<file path="src/rtl/op_uart_pkg.sv">
// Shared definitions for the CSR-mapped 8N1 UART: register offsets, FSM
// state encodings and the reset baud divisor.
package op_uart_pkg;

  localparam logic [1:0] REG_RXTX = 2'b00;
  localparam logic [1:0] REG_DIV  = 2'b01;
  localparam logic [1:0] REG_CTRL = 2'b10;
  localparam logic [1:0] REG_STAT = 2'b11;

  typedef enum logic [1:0] {TX_IDLE, TX_START, TX_DATA, TX_STOP} tx_state_t;
  typedef enum logic [1:0] {RX_IDLE, RX_START, RX_DATA, RX_STOP} rx_state_t;

  function automatic logic [15:0] default_divisor(input int unsigned clk_freq,
                                                  input int unsigned baud);
    int unsigned div;
    div = clk_freq / (16 * baud);
    return div[15:0];
  endfunction

endpackage

</file>
<file path="src/rtl/op_uart_transceiver.sv">
// Baud tick generator, 16x-oversampled RX/TX state machines and irq pulses.
//   state    | meaning
//   IDLE     | TX: waiting for a byte / first tick; RX: waiting for armed low level
//   START    | start bit (TX drives 0 for 16 ticks; RX resamples after 8 ticks)
//   DATA     | 8 data bits, LSB first, 16 ticks each
//   STOP     | stop bit; completion raises the one-cycle irq
module op_uart_transceiver (
  input  logic        sys_clk,
  input  logic        sys_rst_n,
  input  logic [15:0] divisor,
  input  logic        div_load,
  input  logic [15:0] div_load_value,
  input  logic        tx_start,
  input  logic [7:0]  tx_byte,
  input  logic        uart_rx,
  output logic        rx_sync,
  output logic        tx_out,
  output logic        tx_busy,
  output logic        tx_irq,
  output logic        rx_irq,
  output logic [7:0]  rx_data
);
  import op_uart_pkg::*;

  logic [15:0] baud_cnt;
  logic [15:0] div_eff;
  logic [15:0] load_eff;
  logic        tick;
  logic        rx_s1;

  // A zero divisor behaves like one so the tick never stalls.
  assign div_eff  = (divisor == 16'd0) ? 16'd1 : divisor;
  assign load_eff = (div_load_value == 16'd0) ? 16'd1 : div_load_value;
  assign tick     = (baud_cnt == 16'd0);

  always_ff @(posedge sys_clk or negedge sys_rst_n) begin
    if (!sys_rst_n)    baud_cnt <= 16'd0;
    else if (div_load) baud_cnt <= load_eff - 16'd1;
    else if (tick)     baud_cnt <= div_eff - 16'd1;
    else               baud_cnt <= baud_cnt - 16'd1;
  end

  always_ff @(posedge sys_clk or negedge sys_rst_n) begin
    if (!sys_rst_n) begin
      rx_s1   <= 1'b1;
      rx_sync <= 1'b1;
    end else begin
      rx_s1   <= uart_rx;
      rx_sync <= rx_s1;
    end
  end

  tx_state_t  tx_state;
  logic       tx_pend;
  logic [7:0] tx_shift;
  logic [3:0] tx_tcnt;
  logic [2:0] tx_bcnt;

  always_ff @(posedge sys_clk or negedge sys_rst_n) begin
    if (!sys_rst_n) begin
      tx_state <= TX_IDLE;
      tx_pend  <= 1'b0;
      tx_shift <= 8'd0;
      tx_tcnt  <= 4'd0;
      tx_bcnt  <= 3'd0;
      tx_out   <= 1'b1;
      tx_busy  <= 1'b0;
      tx_irq   <= 1'b0;
    end else begin
      tx_irq <= 1'b0;
      case (tx_state)
        TX_IDLE: begin
          // The start bit is aligned to the next tick boundary after the write.
          if (tx_pend) begin
            if (tick) begin
              tx_pend  <= 1'b0;
              tx_out   <= 1'b0;
              tx_tcnt  <= 4'd15;
              tx_state <= TX_START;
            end
          end else if (tx_start) begin
            tx_pend  <= 1'b1;
            tx_busy  <= 1'b1;
            tx_shift <= tx_byte;
          end
        end
        TX_START: if (tick) begin
          if (tx_tcnt == 4'd0) begin
            tx_out   <= tx_shift[0];
            tx_shift <= {1'b0, tx_shift[7:1]};
            tx_bcnt  <= 3'd7;
            tx_tcnt  <= 4'd15;
            tx_state <= TX_DATA;
          end else tx_tcnt <= tx_tcnt - 4'd1;
        end
        TX_DATA: if (tick) begin
          if (tx_tcnt == 4'd0) begin
            tx_tcnt <= 4'd15;
            if (tx_bcnt == 3'd0) begin
              tx_out   <= 1'b1;
              tx_state <= TX_STOP;
            end else begin
              tx_out   <= tx_shift[0];
              tx_shift <= {1'b0, tx_shift[7:1]};
              tx_bcnt  <= tx_bcnt - 3'd1;
            end
          end else tx_tcnt <= tx_tcnt - 4'd1;
        end
        TX_STOP: if (tick) begin
          if (tx_tcnt == 4'd0) begin
            tx_busy  <= 1'b0;
            tx_irq   <= 1'b1;
            tx_state <= TX_IDLE;
          end else tx_tcnt <= tx_tcnt - 4'd1;
        end
        default: tx_state <= TX_IDLE;
      endcase
    end
  end

  rx_state_t  rx_state;
  logic       rx_armed;
  logic [7:0] rx_shift;
  logic [3:0] rx_tcnt;
  logic [2:0] rx_bcnt;

  always_ff @(posedge sys_clk or negedge sys_rst_n) begin
    if (!sys_rst_n) begin
      rx_state <= RX_IDLE;
      rx_armed <= 1'b0;
      rx_shift <= 8'd0;
      rx_tcnt  <= 4'd0;
      rx_bcnt  <= 3'd0;
      rx_data  <= 8'd0;
      rx_irq   <= 1'b0;
    end else begin
      rx_irq <= 1'b0;
      case (rx_state)
        // Armed only after the line has been seen high, so a stuck-low line
        // after a framing error cannot retrigger a frame.
        RX_IDLE: begin
          if (rx_sync) rx_armed <= 1'b1;
          else if (rx_armed) begin
            rx_armed <= 1'b0;
            rx_tcnt  <= 4'd7;
            rx_state <= RX_START;
          end
        end
        RX_START: if (tick) begin
          if (rx_tcnt == 4'd0) begin
            if (rx_sync) rx_state <= RX_IDLE;
            else begin
              rx_tcnt  <= 4'd15;
              rx_bcnt  <= 3'd7;
              rx_state <= RX_DATA;
            end
          end else rx_tcnt <= rx_tcnt - 4'd1;
        end
        RX_DATA: if (tick) begin
          if (rx_tcnt == 4'd0) begin
            rx_shift <= {rx_sync, rx_shift[7:1]};
            rx_tcnt  <= 4'd15;
            if (rx_bcnt == 3'd0) rx_state <= RX_STOP;
            else rx_bcnt <= rx_bcnt - 3'd1;
          end else rx_tcnt <= rx_tcnt - 4'd1;
        end
        RX_STOP: if (tick) begin
          if (rx_tcnt == 4'd0) begin
            if (rx_sync) begin
              rx_data <= rx_shift;
              rx_irq  <= 1'b1;
            end
            rx_state <= RX_IDLE;
          end else rx_tcnt <= rx_tcnt - 4'd1;
        end
        default: rx_state <= RX_IDLE;
      endcase
    end
  end

endmodule

</file>
<file path="src/rtl/op_uart_ctrl.sv">
// CSR front end for the UART: bank/register decode, DIVISOR/CTRL/STAT
// registers, registered read port and the thru output mux.
module op_uart_ctrl #(
  parameter logic [3:0]  CSR_ADDR = 4'h0,
  parameter int unsigned CLK_FREQ = 100000000,
  parameter int unsigned BAUD     = 115200
) (
  input  logic        sys_clk,
  input  logic        sys_rst_n,
  input  logic [13:0] csr_a,
  input  logic        csr_we,
  input  logic [31:0] csr_di,
  output logic [31:0] csr_do,
  output logic        rx_irq,
  output logic        tx_irq,
  input  logic        uart_rx,
  output logic        uart_tx
);
  import op_uart_pkg::*;

  localparam logic [15:0] DIV_RST = default_divisor(CLK_FREQ, BAUD);

  logic        bank_hit, wr, rd_rxtx;
  logic [1:0]  sel;
  logic        thru, rx_avail, tx_busy, tx_out, rx_sync;
  logic [15:0] divisor;
  logic [7:0]  rx_data;
  logic [31:0] rd_val;
  logic        unused_bits;

  assign bank_hit    = (csr_a[13:10] == CSR_ADDR);
  assign sel         = csr_a[1:0];
  assign wr          = csr_we & bank_hit;
  assign rd_rxtx     = bank_hit & ~csr_we & (sel == REG_RXTX);
  assign unused_bits = ^{csr_a[9:2], csr_di[31:16]};

  always_comb begin
    rd_val = 32'd0;
    if (bank_hit) begin
      case (sel)
        REG_RXTX: rd_val = {24'd0, rx_data};
        REG_DIV:  rd_val = {16'd0, divisor};
        REG_CTRL: rd_val = {31'd0, thru};
        REG_STAT: rd_val = {30'd0, rx_avail, tx_busy};
        default:  rd_val = 32'd0;
      endcase
    end
  end

  always_ff @(posedge sys_clk or negedge sys_rst_n) begin
    if (!sys_rst_n) begin
      thru     <= 1'b0;
      divisor  <= DIV_RST;
      rx_avail <= 1'b0;
      csr_do   <= 32'd0;
    end else begin
      csr_do <= rd_val;
      if (wr && sel == REG_DIV)  divisor <= csr_di[15:0];
      if (wr && sel == REG_CTRL) thru    <= csr_di[0];
      // A byte arriving in the same cycle as the RXTX read wins.
      if (rx_irq)       rx_avail <= 1'b1;
      else if (rd_rxtx) rx_avail <= 1'b0;
    end
  end

  op_uart_transceiver u_xcvr (
    .sys_clk        (sys_clk),
    .sys_rst_n      (sys_rst_n),
    .divisor        (divisor),
    .div_load       (wr && sel == REG_DIV),
    .div_load_value (csr_di[15:0]),
    .tx_start       (wr && sel == REG_RXTX),
    .tx_byte        (csr_di[7:0]),
    .uart_rx        (uart_rx),
    .rx_sync        (rx_sync),
    .tx_out         (tx_out),
    .tx_busy        (tx_busy),
    .tx_irq         (tx_irq),
    .rx_irq         (rx_irq),
    .rx_data        (rx_data)
  );

  assign uart_tx = thru ? rx_sync : tx_out;

endmodule

</file>
<file path="config.mk">
export PLATFORM = sky130hd
export DESIGN_NAME = op_uart_ctrl
export DESIGN_NICKNAME = d
export VERILOG_FILES = /design/src/rtl/op_uart_pkg.sv /design/src/rtl/op_uart_transceiver.sv /design/src/rtl/op_uart_ctrl.sv
export SDC_FILE = /design/constraint.sdc
export NUM_CORES = 1
export LEC_CHECK = 0
export ABC_CLOCK_PERIOD_IN_PS = 3100
export CAP_MARGIN = 20
export CORE_ASPECT_RATIO = 1.75
export CORE_MARGIN = 2
export CORE_UTILIZATION = 54
export CTS_CLUSTER_SIZE = 14
export DETAILED_ROUTE_END_ITERATION = 7
export HOLD_SLACK_MARGIN = 0.15
export PLACE_DENSITY = 0.8
export SLEW_MARGIN = 20
export SYNTH_ARGS = -nofsm -noshare
export SYNTH_HDL_FRONTEND = slang
export SYNTH_SLANG_ARGS = --single-unit
</file>
<file path="constraint.sdc">
create_clock -name sys_clk -period 3.1 [get_ports sys_clk]
set_input_delay 0.775 -clock sys_clk [delete_from_list [all_inputs] [get_ports sys_clk]]
set_output_delay 0.775 -clock sys_clk [all_outputs]
set_load 0.005 [all_outputs]
</file>
==> results_dict.tcl <==
set metrics [dict create \
    r2r_setup_slack_ns 0.26 \
    rsz0062_at_grt "yes" \
    synth_edf_count 0 \
    crit_path_start_kind "input port" \
    drive_gt1_share_pct 19.33 \
    tritoncts "yes" \
    outcome "finished clean" \
    grt_pass1_wl_um 21780 \
    hp-class "reg -> reg" \
    postRouteAntennaNets 0 \
    hold_buffers 0 \
    fp.coreArea_um2 9729 \
    fmax_mhz 339.4 \
    setup_viol 0 \
    place.gp.congestion 0.9134 \
    yosys-top-cells-area "dfrtp_1, nand2_1, ha_1" \
    yosysWarnings 0 \
    crit_start "csr_di[7]" \
    nFillCells 751 \
    grt_remaining_overflow 0 \
    reg2reg_depth 10 \
    netlist_area_um2 5320 \
    crit_end "u_xcvr.baud_cnt[10]" \
    tns_ns 0 \
    grt_antenna_before_repair 0 \
    via_count 4430 \
    synthTopCellsByCount "dfrtp_1, nand2_1, nor2_1" \
    setup.worst_path.end_class "flip-flop" \
    viasPerCell 5.860 \
    track_usage_pct 26.10 \
    yosysSeqAreaShare_pct 47.20 \
    r2r_end "u_xcvr.baud_cnt[4]" \
    nNetsFinal 695 \
    drt-pass1-iter-count 5 \
    ios 85 \
    final_core_util_pct 67.07 \
    drt_iter0_markers 315 \
    drc 0 \
    synthToLayoutAreaGrowth_pct 22.65 \
    diodes 0 \
    cp_data_arrival_time_ns 3.19 \
    clk_pin_slew_ns 0.08 \
    report.final.slew_viol_count 0 \
    dieArea_um2 10690 \
    cts_buffers 9 \
    stdcell_count 756 \
    die_y_um 135.3 \
    multiInputGateArea_um2 2618 \
    place_inst 740 \
    post_drt_wl_per_cell_um 17.56 \
    grt_max_degree 42 \
    seqCellArea_um2 2511 \
    synth_cell_types 65 \
    rows 48 \
    maxSlewHeadroom_pct 59.53 \
    insertion_delay_ns 0.36 \
    power_density_nw_per_um2 772.6 \
    grt_pass1_vias 4741 \
    min_from "u_xcvr.rx_s1" \
    synth_ff_type "dfrtp_1" \
    cts_sinks 100 \
    synth_top_area_share_pct 43.74 \
    dp_hpwl_um 9697 \
    start_util_pct 54.68 \
    synth.avg_cell_area_um2 9.834 \
    min_period_over_period_pct 95.05 \
    hold_violations 0 \
    netlist_instances 541 \
    ir_drop_v 0.0004785 \
    synth-seq-cells 100 \
    wirelength_um 13270 \
    cap_violations 0 \
    die-width_um 79.03 \
    yosysMostFrequentCell "dfrtp_1" \
    cts_resized 0 \
    path_class "in -> reg" \
    cp_max_fo 4 \
    post_cts_buffers 0 \
    clock_path_buffers 2 \
    p_leak_uw 0.003133 \
    cts-root-buf "clkbuf_16" \
    async_reset_ff_share_pct 100.0 \
    port_buffers 44 \
    tightestPinTransition_ns 0.6070 \
    r2r_start "divisor[4]" \
    finalCriticalPeriod_ns 2.947 \
    cts_htree_levels 3 \
    critical_path_required_ns 3.34 \
    skew_ns 0.009365 \
    synth_top_cell_by_area "dfrtp_1" \
]
[kinds of logic after synthesis]
group | Yosys count | share of synthesized area, %
AO/OA/AOI/OAI | 114 | 14.04
XOR/XNOR | 9 | 1.482
adder cells (fa/ha/maj) | 19 | 4.469
buffers and inverters | 56 | 5.503
flip-flops | 100 | 47.20
multiplexers | 40 | 8.255
other | 1 | 0.07049
AND/OR/NAND/NOR | 202 | 18.98
[worst max-delay path, cell delays in order]
cell,delay (ns)
clkdlybuf4s50_1,0.44
nor4_2,0.15
buf_4,0.15
nand4_1,0.15
or3_4,0.41
a21oi_2,0.14
a31oi_2,0.06
ha_2,0.20
o211ai_1,0.17
nor2_1,0.12
nand2_1,0.08
mux2_2,0.33
[where the power goes]
| group | internal [uW] | switching, uW |
|---|---|---|
| Sequential | 1600 | 272 |
| Combinational | 907 | 1140 |
| Clock | 573 | 551 |
[registers in the layout (all words and copies together), names as in the netlist, 2 cells and up, named ones only]
name             count
csr_do              16
u_xcvr.tx_state      2
divisor             16
u_xcvr.rx_data       8
u_xcvr.baud_cnt     16
u_xcvr.rx_tcnt       4
u_xcvr.tx_tcnt       4
u_xcvr.tx_bcnt       3
u_xcvr.rx_shift      8
u_xcvr.rx_bcnt       3
u_xcvr.tx_shift      8
[routing by layer]
| layer | track usage [%] | wire length, um |
|---|---|---|
| met1 | 27.73 | 4810 |
| met2 | 47.32 | 7432 |
| met3 | 3.867 | 511 |
| met4 | 16.38 | 519 |
| met5 | 0 | 0 |
[per-stage QoR]
| stage | hold WS, ns | area [um^2] | worst slack, ns | total power [uW] |
|---|---|---|---|---|
| detailed placement | 0.3488 | 6171 | -0.3306 | 3889 |
| finish | 0.3582 | 6525 | 0.1534 | 5041 |
| global route | 0.3615 | 6525 | 0.005370 | 5379 |
| CTS | 0.3601 | 6470 | 0.03245 | 5038 |
| global placement | 0.3460 | 6171 | -0.2754 | 3748 |
| floorplan | 0.3452 | 5390 | 0.007314 | 3286 |
[final cells by class]
class	instances	area share (%)
inverters	20	1.151
clock buffers	9	3.452
multi-input cells	400	40.12
well taps	125	2.397
clock inverters	7	1.131
repair buffers	95	13.27
flip-flops and latches	100	38.49
[placed cells by master (no fill, tap or decap), types with 3 or more instances in the layout]
cell type	count
dfrtp_1	93
nand2_1	77
buf_4	50
nor2_1	48
clkdlybuf4s50_1	35
o21ai_0	31
a21oi_1	27
inv_1	20
mux2_2	20
mux2i_1	18
ha_1	18
conb_1	16
and3_1	12
a31oi_1	11
nand3_1	10
clkbuf_16	9
nor3_1	8
dlymetal6s2s_1	8
dfstp_2	7
nand2b_1	6
nor3_2	5
and2_1	5
xor2_1	5
o21a_1	5
nor2b_1	4
nor4_1	4
o31ai_1	4
xnor2_1	4
a22o_1	4
nor4_4	3
or2_2	3
o211ai_1	3
a21oi_2	3
or3_1	3
a21boi_0	3
inv_6	3
[how the worst min path moves through the flow]
stage | cells past startpoint | to | slack [ns]
6_report | 0 | u_xcvr.rx_sync | 0.36
5_1_grt | 0 | u_xcvr.rx_sync | 0.36
3_3_place_gp | 0 | u_xcvr.rx_sync | 0.35
3_5_place_dp | 0 | u_xcvr.rx_sync | 0.35
2_1_floorplan | 0 | u_xcvr.rx_sync | 0.35
4_1_cts | 0 | u_xcvr.rx_sync | 0.36
Note: power is estimated with default switching activity, not from simulation.
